$ cat config.mk
export PLATFORM = sky130hd
export DESIGN_NAME = regfile_sequencer
export DESIGN_NICKNAME = d
export VERILOG_FILES = /design/src/rtl/regseq_pkg.sv /design/src/rtl/regfile_sequencer.sv
export SDC_FILE = /design/constraint.sdc
export NUM_CORES = 1
export LEC_CHECK = 0
export ABC_AREA = 0
export CAP_MARGIN = 20
export CORE_MARGIN = 2
export CORE_UTILIZATION = 39
export DETAILED_ROUTE_END_ITERATION = 7
export GPL_ROUTABILITY_DRIVEN = 0
export PLACE_DENSITY = 0.76
export SYNTH_ARGS = -nofsm -noshare
export SYNTH_HDL_FRONTEND = slang
export SYNTH_SLANG_ARGS = --single-unit
export TNS_END_PERCENT = 1
$ cat constraint.sdc
create_clock -name clk -period 1.69 [get_ports clk]
set_input_delay 0.338 -clock clk [delete_from_list [all_inputs] [get_ports clk]]
set_output_delay 0.338 -clock clk [all_outputs]
set_load 0.1 [all_outputs]
$ cat src/rtl/regseq_pkg.sv
// Shared types and sizing for the regfile sequencer and the 8x16 register file.
package regseq_pkg;

  localparam int REGSEQ_DW = 16;
  localparam int REGSEQ_AW = 3;

  typedef enum logic [2:0] {
    IDLE = 3'd0,
    RD_A = 3'd1,
    RD_B = 3'd2,
    RSP  = 3'd3,
    WR   = 3'd4
  } regseq_state_e;

  typedef enum logic {
    OP_READ2 = 1'b0,
    OP_WRITE = 1'b1
  } regseq_op_e;

endpackage

$ cat src/rtl/regfile_sequencer.sv
// Initiator for the regfile port: accepts READ2/WRITE requests over valid/ready,
// sequences the single read port twice for READ2, issues a one-cycle write for
// WRITE, and returns operands A/B over a valid/ready response channel.
// Build option: define REGSEQ_DUP_SKIP_EN to skip the second read when rn == rm.
module regfile_sequencer
  import regseq_pkg::*;
#(
  parameter int DW = REGSEQ_DW,
  parameter int AW = REGSEQ_AW
) (
  input  logic          clk,
  input  logic          reset_n,
  // request channel
  input  logic          req_valid,
  output logic          req_ready,
  input  logic          req_op,
  input  logic [AW-1:0] req_rn,
  input  logic [AW-1:0] req_rm,
  input  logic [AW-1:0] req_rd,
  input  logic [DW-1:0] req_wdata,
  // response channel
  output logic          rsp_valid,
  input  logic          rsp_ready,
  output logic [DW-1:0] rsp_a,
  output logic [DW-1:0] rsp_b,
  // register file port
  output logic [AW-1:0] rf_readnum,
  output logic [AW-1:0] rf_writenum,
  output logic          rf_write,
  output logic [DW-1:0] rf_data_in,
  input  logic [DW-1:0] rf_data_out
);

  regseq_state_e state;
  regseq_op_e    op_q;
  logic [AW-1:0] rn_q;
  logic [AW-1:0] rm_q;
  logic [AW-1:0] rd_q;
  logic [DW-1:0] wdata_q;
  logic [DW-1:0] a_q;
  logic [DW-1:0] b_q;

  // FSM plus request/operand capture; everything returns to IDLE on reset.
  // NOTE: all state here uses non-blocking assignments so every register samples
  // the pre-edge values, independent of statement order within the block.
  always_ff @(posedge clk or negedge reset_n) begin
    if (!reset_n) begin
      state   <= IDLE;
      op_q    <= OP_READ2;
      rn_q    <= '0;
      rm_q    <= '0;
      rd_q    <= '0;
      wdata_q <= '0;
      a_q     <= '0;
      b_q     <= '0;
    end else begin
      case (state)
        IDLE: begin
          if (req_valid) begin
            op_q    <= regseq_op_e'(req_op);
            rn_q    <= req_rn;
            rm_q    <= req_rm;
            rd_q    <= req_rd;
            wdata_q <= req_wdata;
            state   <= (regseq_op_e'(req_op) == OP_WRITE) ? WR : RD_A;
          end
        end
        RD_A: begin
          a_q <= rf_data_out;
`ifdef REGSEQ_DUP_SKIP_EN
          // Same index twice: the value just read is operand B as well.
          if (rn_q == rm_q) begin
            b_q   <= rf_data_out;
            state <= RSP;
          end else begin
            state <= RD_B;
          end
`else
          state <= RD_B;
`endif
        end
        RD_B: begin
          b_q   <= rf_data_out;
          state <= RSP;
        end
        RSP: begin
          if (rsp_ready) state <= IDLE;
        end
        WR: begin
          state <= IDLE;
        end
        default: state <= IDLE;
      endcase
    end
  end

  // Handshake outputs decode straight from the state register.
  assign req_ready = (state == IDLE);
  assign rsp_valid = (state == RSP) && (op_q == OP_READ2);
  assign rsp_a     = a_q;
  assign rsp_b     = b_q;

  // Register-file port: read index only while reading, write strobe only in WR.
  // Because these decode from the async-reset state, rf_write drops the moment
  // reset_n falls, so a write in flight never reaches the array.
  assign rf_readnum  = (state == RD_A) ? rn_q :
                       (state == RD_B) ? rm_q : '0;
  assign rf_write    = (state == WR) && (op_q == OP_WRITE);
  assign rf_writenum = rf_write ? rd_q    : '0;
  assign rf_data_in  = rf_write ? wdata_q : '0;

endmodule

==> impl_metrics.yaml, run 1 <==
critical_path:
  cp-startpoint: "state[0]"
  worstSetupEndpoint: "rf_data_in[10]"
  cp_slowest_stage_delay_ns: 0.41
  reg2reg_from: "state[0]"
  worst_r2r_path_depth: 4
  r2r_setup_slack_ns: 0.08
  startpoint_type: "register"
  worstPathMaxFanout: 20
  crit_path_cell_trace: "nor4bb_4, buf_12, and2_4, buf_12"
  cp.required_ns: 1.35
  crit_arrival_ns: 1.63
  crit_top_cell: "buf_12"
  r2r-end: "wdata_q[12]"
  cp_slowest_cell: "dfrtp_1"
  crit_path_end_kind: "primary output"
  critical_path_class: "reg2out"
sta:
  setup_viol: 24
  slew_violations: 0
  finClkSkew_ns: 0.00821
  slew_headroom_pct: 78.1
  fin_crit_sh_pct: 117
  hold_viol: 2
  holdWs_ns: -0.00309
  clock.fmax_mhz: 508
  layout_setup_ws_ns: -0.279
  grt_setup_unrepaired: "true"
  min_period_ns: 1.97
  tightest_slew_ns: 0.328
die:
  dieArea_mm2: 0.00719
  initial_utilization_pct: 40.3
  dieHeight_um: 84.8
  die_w_um: 84.8
  core_area_mm2: 0.00631
  rows: 29
  ios: 103
placement:
  numPortBuffers: 102
  dpl.hpwl_um: 4160
final_layout:
  drive_gt1_share_pct: 58.5
  final_common_cell: "buf_12"
  antenna_cells: 0
  fillCellCount: 402
  syn_to_final_growth_pct: 82.2
  finish.utilization_pct: 73.4
  final_cell_mix: "61 x buf_12, 60 x dfrtp_1, 54 x mux2_2"
  nNetsFinal: 330
clock_tree:
  insertion_delay_ns: 0.33
  numCtsBuffers: 9
  clock_sinks: 61
  cts_htree_levels: 3
  clockBufferDepth: 2
  post_cts_buffers: 0
  tritoncts: "yes"
  cts_root_buf: "clkbuf_8"
  path_clk_slew_ns: 0.07
  hold_buffers: 0
yosys:
  yosysSeqAreaShare_pct: 60.0
  synth_area_mm2: 0.00254
  synth_cells: 169
  syn_nets: 215
  ys_ff_latch: 61
  synth.distinct_cells: 18
  synth_warnings: 0
  avgSynthCellArea_um2: 15.1
flow_run:
  drv_cap: 0
min_path:
  hold_class: "in2async"
global_route:
  grtUsageMet3_pct: 6.78
  grt.total_usage_pct: 16.9
  grt_util_met2_pct: 27.2
  grt_pass1_wl_um: 9420
  grt_pass1_vias: 1948
  overflow: 0
  antenna_found_initial: 0
  grtUsageMet1_pct: 20.1
  grt_max_degree: 62
  busiest_layer: "met2"
outcome:
  violations: "negative hold slack, negative setup slack"
  status: "complete, but fails checks"
drt:
  drtPass1Iterations: 2
  vias: 1746
  routedWlPerCell_um: 15.2
  vias_per_cell: 4.77
  postRouteAntennaNets: 0
  drt_iter0_markers: 37
  drt_wl_total_um: 5560
  drc_errors: 0
==> cell type report <==
class	count	area, um2	area share [%]
Clock buffer	11	131	2.83
Tap cell	77	96.3	2.08
Clock inverter	5	75.1	1.62
Multi-Input combinational cell	98	1070	23.1
Sequential cell	61	1530	32.9
Timing Repair Buffer	114	1730	37.4
==> what timing repair did <==
item,CTS,global route
pin swaps,15,4
hold endpoints to repair,0,0
resized for setup,2,0
setup endpoints to repair,25,51
==> flip-flops by register name (all words and copies together) (netlist names) <==
| signal | flops |
|---|---|
| rsp_b | 16 |
| op_q | 1 |
| rm_q | 3 |
| state | 3 |
| rsp_a | 16 |
| rd_q | 3 |
| wdata_q | 16 |
| rn_q | 3 |
==> critical path: cells and delay by family (launching register included) <==
kind | cells | cell delay [ns]
buffers and inverters | 2 | 0.36
flip-flops | 1 | 0.41
AND/OR/NAND/NOR | 2 | 0.52
==> Yosys cell counts <==
master / n / share of area [%]
dfrtp_1: 61 / 60
a21oi_1: 4 / 0.79
or3b_2: 1 / 0.34
buf_4: 2 / 0.59
nand3b_1: 6 / 1.8
o21bai_1: 1 / 0.30
nor3_1: 1 / 0.20
nor3b_2: 2 / 0.98
nor4b_4: 1 / 0.93
nor4bb_1: 2 / 0.79
clkbuf_1: 4 / 0.59
and2_1: 20 / 4.9
a31oi_1: 1 / 0.25
a21bo_2: 1 / 0.39
buf_2: 1 / 0.20
mux2_2: 54 / 24
mux2_1: 4 / 1.8
buf_6: 3 / 1.3
==> routing by layer <==
metal | vias up | share of wire [%] | routed length (um)
met2 | 73 | 49 | 2730
met1 | 841 | 42 | 2320
met3 | 11 | 7.5 | 419
met4 | 0 | 1.6 | 91
li1 | 821 | - | -
met5 | - | 0 | 0
==> worst min path at each step <==
stage	startpoint	slack [ns]	to	cells after the start
final	reset_n	-0.003	wdata_q[0]	2
after CTS	reset_n	0.01	rm_q[0]	2
after floorplan	reset_n	0.04	op_q	0
after global routing	reset_n	0.02	wdata_q[6]	2
after detailed placement	reset_n	0.37	wdata_q[1]	2
after global placement	reset_n	0.37	wdata_q[1]	2
==> cells by family (layout without fill, tap and decap cells) <==
logic type	count (synthesis)	after routing	share of synthesized area, %
compound gates	7	7	1.72
buf+inv	10	130	2.70
flops	61	61	60.0
mux	58	58	25.7
simple gates	33	33	9.93
==> per-stage QoR <==
stage | setup WS (ns) | hold WS [ns] | cells | area, um2 | TNS, ns
floorplan | -0.351 | 0.0424 | 169 | 2680 | -5.84
global placement | -0.0503 | 0.369 | 350 | 4420 | -0.900
detailed placement | -0.109 | 0.366 | 350 | 4420 | -2.32
CTS | -0.300 | 0.00957 | 366 | 4640 | -6.49
global route | -0.352 | 0.0222 | 366 | 4640 | -8.19
finish | -0.279 | -0.00309 | 366 | 4640 | -6.10
Power of run 1 is not shown: default switching activity piles up to over one toggle a cycle in this logic, so the estimate is an artifact.
==> run 2: changes to the inputs <==
--- a/config.mk
+++ b/config.mk
@@ -7,11 +7,13 @@
 export LEC_CHECK = 0
 export ABC_AREA = 0
 export CAP_MARGIN = 20
+export CORE_ASPECT_RATIO = 0.7
 export CORE_MARGIN = 2
-export CORE_UTILIZATION = 39
+export CORE_UTILIZATION = 43
+export CTS_CLUSTER_DIAMETER = 30
 export DETAILED_ROUTE_END_ITERATION = 7
 export GPL_ROUTABILITY_DRIVEN = 0
-export PLACE_DENSITY = 0.76
+export PLACE_DENSITY = 0.8
 export SYNTH_ARGS = -nofsm -noshare
 export SYNTH_HDL_FRONTEND = slang
 export SYNTH_SLANG_ARGS = --single-unit
==> constraint.sdc (replaced) <==
create_clock -name clk -period 2.25 [get_ports clk]
set_input_delay 0.45 -clock clk [delete_from_list [all_inputs] [get_ports clk]]
set_output_delay 0.45 -clock clk [all_outputs]
set_load 0.1 [all_outputs]
==> run 2 against run 1 <==
Compared with the run above:
- the run now ends clean
- worst setup slack improved by 0.40 ns
- hold slack improved by 0.11 ns
- routed wire length decreased by 2.4%
- clock skew decreased by 0.0020 ns
- highest routed layer unchanged
- utilization decreased by 0.91 points
==> impl_metrics.yaml, run 2 (synthesis gave the netlist of run 1 again) <==
outcome:
  status: "complete, no violations"
drt:
  drtPass1Iterations: 4
  vias_per_cell: 4.83
  drt_iter0_markers: 67
  vias: 1750
  drt_wl_total_um: 5430
  drc_errors: 0
  postRouteAntennaNets: 0
  routedWlPerCell_um: 15.0
critical_path:
  crit_path_end_kind: "primary output"
  crit_arrival_ns: 1.67
  startpoint_type: "register"
  critical_path_class: "reg2out"
  worstPathMaxFanout: 10
  cp.required_ns: 1.80
clock_tree:
  clockBufferDepth: 2
  path_clk_slew_ns: 0.07
  tritoncts: "yes"
  hold_buffers: 0
  cts_htree_levels: 3
  insertion_delay_ns: 0.33
  cts_root_buf: "clkbuf_8"
  numCtsBuffers: 9
  clock_sinks: 61
  post_cts_buffers: 0
global_route:
  grt_pass1_vias: 1742
  grt_max_degree: 38
  grt_pass1_wl_um: 8510
  grt.total_usage_pct: 17.9
  antenna_found_initial: 0
  overflow: 0
sta:
  clock.fmax_mhz: 471
  tightest_slew_ns: 0.566
  finClkSkew_ns: 0.00617
  hold_viol: 0
  setup-tns-final_ns: 0
  fin_crit_sh_pct: 94.4
  setup_viol: 0
  slew_headroom_pct: 62.3
  holdWs_ns: 0.104
  slew_violations: 0
  min_period_ns: 2.12
placement:
  dpl.hpwl_um: 4000
  numPortBuffers: 102
die:
  dieHeight_um: 68.4
  rows: 23
  core_area_mm2: 0.00573
  initial_utilization_pct: 44.4
  die_w_um: 96.0
  dieArea_mm2: 0.00656
  ios: 103
min_path:
  hold_class: "in2async"
final_layout:
  antenna_cells: 0
  finish.utilization_pct: 72.5
  fillCellCount: 395
  nNetsFinal: 328
  drive_gt1_share_pct: 51.2
  syn_to_final_growth_pct: 63.2
  final_common_cell: "dfrtp_1"
  final_cell_mix: "61 x dfrtp_1, 54 x mux2_2, 44 x clkdlybuf4s50_1"
flow_run:
  drv_cap: 0
-- run 2: layout make-up --
class / count / area (um2) / area share, %
clock buffer: 10 / 138 / 3.31
clock inverter: 6 / 134 / 3.22
multi-input combinational: 98 / 988 / 23.8
sequential: 61 / 1530 / 36.7
tap: 75 / 93.8 / 2.26
timing repair buffer: 112 / 1270 / 30.7
-- run 2: metal layers --
metal	track usage (%)	part of all wire, %
met1	23.6	46
met5	0	0
met3	9.80	9.2
met4	4.29	0.31
met2	25.9	44
-- run 2: worst paths after layout --
kind / endpoint / slack [ns] / cells after the start / from
min in group clk: wdata_q[3] / 0.48 / 1 / wdata_q[3]
worst min register to register: wdata_q[3] / 0.48 / 1 / wdata_q[3]
worst max register to register: wdata_q[13] / 0.44 / 4 / state[0]
max in group asynchronous: wdata_q[15] / 1.55 / 2 / reset_n
worst max-delay path: rf_data_in[0] / 0.13 / 4 / op_q
worst min-delay path: rsp_a[2] / 0.10 / 1 / reset_n
-- run 2: metrics by stage --
step | instance area [um2] | worst slack [ns] | cells
5_1_grt | 4150 | -0.00611 | 362
2_1_floorplan | 2570 | -0.507 | 169
4_1_cts | 4140 | 0.0557 | 361
3_3_place_gp | 3870 | 0.288 | 345
3_5_place_dp | 3870 | 0.185 | 345
6_report | 4150 | 0.126 | 362
-- run 2: worst max-delay path, stage by stage (launching register included) --
cell,delay [ns]
dfrtp_1,0.41
nor4bb_4,0.33
buf_4,0.21
and2_1,0.20
buf_12,0.19
-- run 2: repair_timing --
item / CTS / global route
endpoints found under the setup margin: 0 / 3
endpoints found under the hold margin: 0 / 0
gates resized for setup: 0 / 5
Power of run 2 is left out for the same reason.
==> run 3: changes to the inputs <==
--- a/config.mk
+++ b/config.mk
@@ -6,14 +6,13 @@
 export NUM_CORES = 1
 export LEC_CHECK = 0
 export ABC_AREA = 0
-export CAP_MARGIN = 20
 export CORE_ASPECT_RATIO = 0.7
 export CORE_MARGIN = 2
-export CORE_UTILIZATION = 43
+export CORE_UTILIZATION = 46
 export CTS_CLUSTER_DIAMETER = 30
 export DETAILED_ROUTE_END_ITERATION = 7
 export GPL_ROUTABILITY_DRIVEN = 0
-export PLACE_DENSITY = 0.8
+export PLACE_DENSITY = 0.85
 export SYNTH_ARGS = -nofsm -noshare
 export SYNTH_HDL_FRONTEND = slang
 export SYNTH_SLANG_ARGS = --single-unit
==> constraint.sdc (replaced) <==
create_clock -name clk -period 2.75 [get_ports clk]
set_input_delay 0.55 -clock clk [delete_from_list [all_inputs] [get_ports clk]]
set_output_delay 0.55 -clock clk [all_outputs]
set_load 0.1 [all_outputs]
==> run 3 against run 2 <==
Compared with the run above:
- worst setup slack gained 0.14 ns
- first-iteration DRC count grew 22%
- via count shrank 1.0%
- clock-buffer cell count grew 2
- sequential share of layout area grew 1.6 points
- die area shrank 6.2%
- cell count shrank 2.2%
- flip-flop and latch count is the same
- critical path type unchanged
- routed wire length grew 4.2%
==> impl_metrics.yaml, run 3 (synthesis gave the netlist of run 1 again) <==
placement:
  dpl.hpwl_um: 3970
  numPortBuffers: 102
  dpl_worst_slack_ns: 0.609
  placed_area_mm2: 0.00376
final_layout:
  syn_to_final_growth_pct: 56.5
  nNetsFinal: 323
  antenna_cells: 0
  final_common_cell: "dfrtp_1"
  drive_gt1_share_pct: 49.6
  final_cell_area_mm2: 0.00398
  final_cell_mix: "61 x dfrtp_1, 54 x mux2_2, 44 x clkdlybuf4s50_1"
  finish.utilization_pct: 75.4
clock_tree:
  cts_htree_levels: 3
  tritoncts: "yes"
  post_cts_buffers: 0
  cts_root_buf: "clkbuf_8"
  path_clk_slew_ns: 0.06
  numCtsBuffers: 9
  hold_buffers: 0
  post_cts_resized: 0
  clockBufferDepth: 2
  clock_sinks: 61
  insertion_delay_ns: 0.34
die:
  core_area_mm2: 0.00529
  dieArea_mm2: 0.00615
  die_w_um: 92.9
  ios: 103
  dieHeight_um: 66.2
  rows: 22
  initial_utilization_pct: 48.2
sta:
  finClkSkew_ns: 0.00388
  min_period_ns: 2.49
  slew_violations: 0
  tightest_slew_ns: 0.700
  layout_setup_ws_ns: 0.264
  fin_crit_sh_pct: 90.4
  clock.fmax_mhz: 402
  setup_viol: 0
  grt_setup_unrepaired: "false"
  slew_headroom_pct: 53.4
  hold_viol: 0
  holdWs_ns: 0.260
drt:
  postRouteAntennaNets: 0
  vias_per_cell: 4.89
  wl_met2_um: 2590
  top_layer: "met4"
  vias: 1732
  wl_met3_um: 585
  wl_met1_um: 2420
  drt_iter0_markers: 82
  drt_wl_total_um: 5650
  drtPass1Iterations: 4
  routedWlPerCell_um: 16.0
  drc_errors: 0
critical_path:
  worst_r2r_path_depth: 3
  worstPathMaxFanout: 20
  startpoint_type: "register"
  crit_arrival_ns: 1.94
  critical_path_class: "reg2out"
  cp.required_ns: 2.20
  crit_path_end_kind: "primary output"
global_route:
  antenna_found_initial: 0
  overflow: 0
  grt_max_degree: 33
  grt_pass1_vias: 1807
  grt_pass1_wl_um: 8870
  grt.total_usage_pct: 19.7
flow_run:
  drv_cap: 0
outcome:
  status: "complete, no violations"
min_path:
  hold_class: "in2async"
==> run 3: routing by layer <==
metal  GRT usage [%]  up-vias
met5               0        -
met4            7.17        0
met3            9.92        8
met2            31.1       78
met1            23.4      836
li1                -      810
==> run 3: worst max-delay path: stages, from the launching register on <==
cell,delay (ns)
dfrtp_1,0.57
nor4bb_2,0.34
buf_4,0.26
and2_1,0.22
buf_12,0.19
==> run 3: metrics by stage <==
stage / setup TNS [ns] / instances
2_1_floorplan: -5.40 / 169
3_3_place_gp: 0 / 338
3_5_place_dp: 0 / 338
4_1_cts: 0 / 354
5_1_grt: 0 / 354
6_report: 0 / 354
==> run 3: path summary, 6_finish.rpt <==
path | start | end | slack, ns
max | state[0] | rf_data_in[10] | 0.26
min | reset_n | wdata_q[12] | 0.26
max reg2reg | state[0] | rm_q[2] | 0.94
min reg2reg | wdata_q[4] | wdata_q[4] | 0.48
max in group asynchronous | reset_n | rsp_a[12] | 1.88
min in group clk | wdata_q[4] | wdata_q[4] | 0.48
==> run 3: final cells by class <==
| cell class | instances | area, um2 |
|---|---|---|
| fill | 365 | 1300 |
| timing repair buffer | 107 | 1170 |
| clock buffer | 12 | 155 |
| multi-input combinational | 98 | 967 |
| clock inverter | 4 | 70.1 |
| tap | 72 | 90.1 |
| sequential | 61 | 1530 |
Power of run 3 is left out for the same reason.
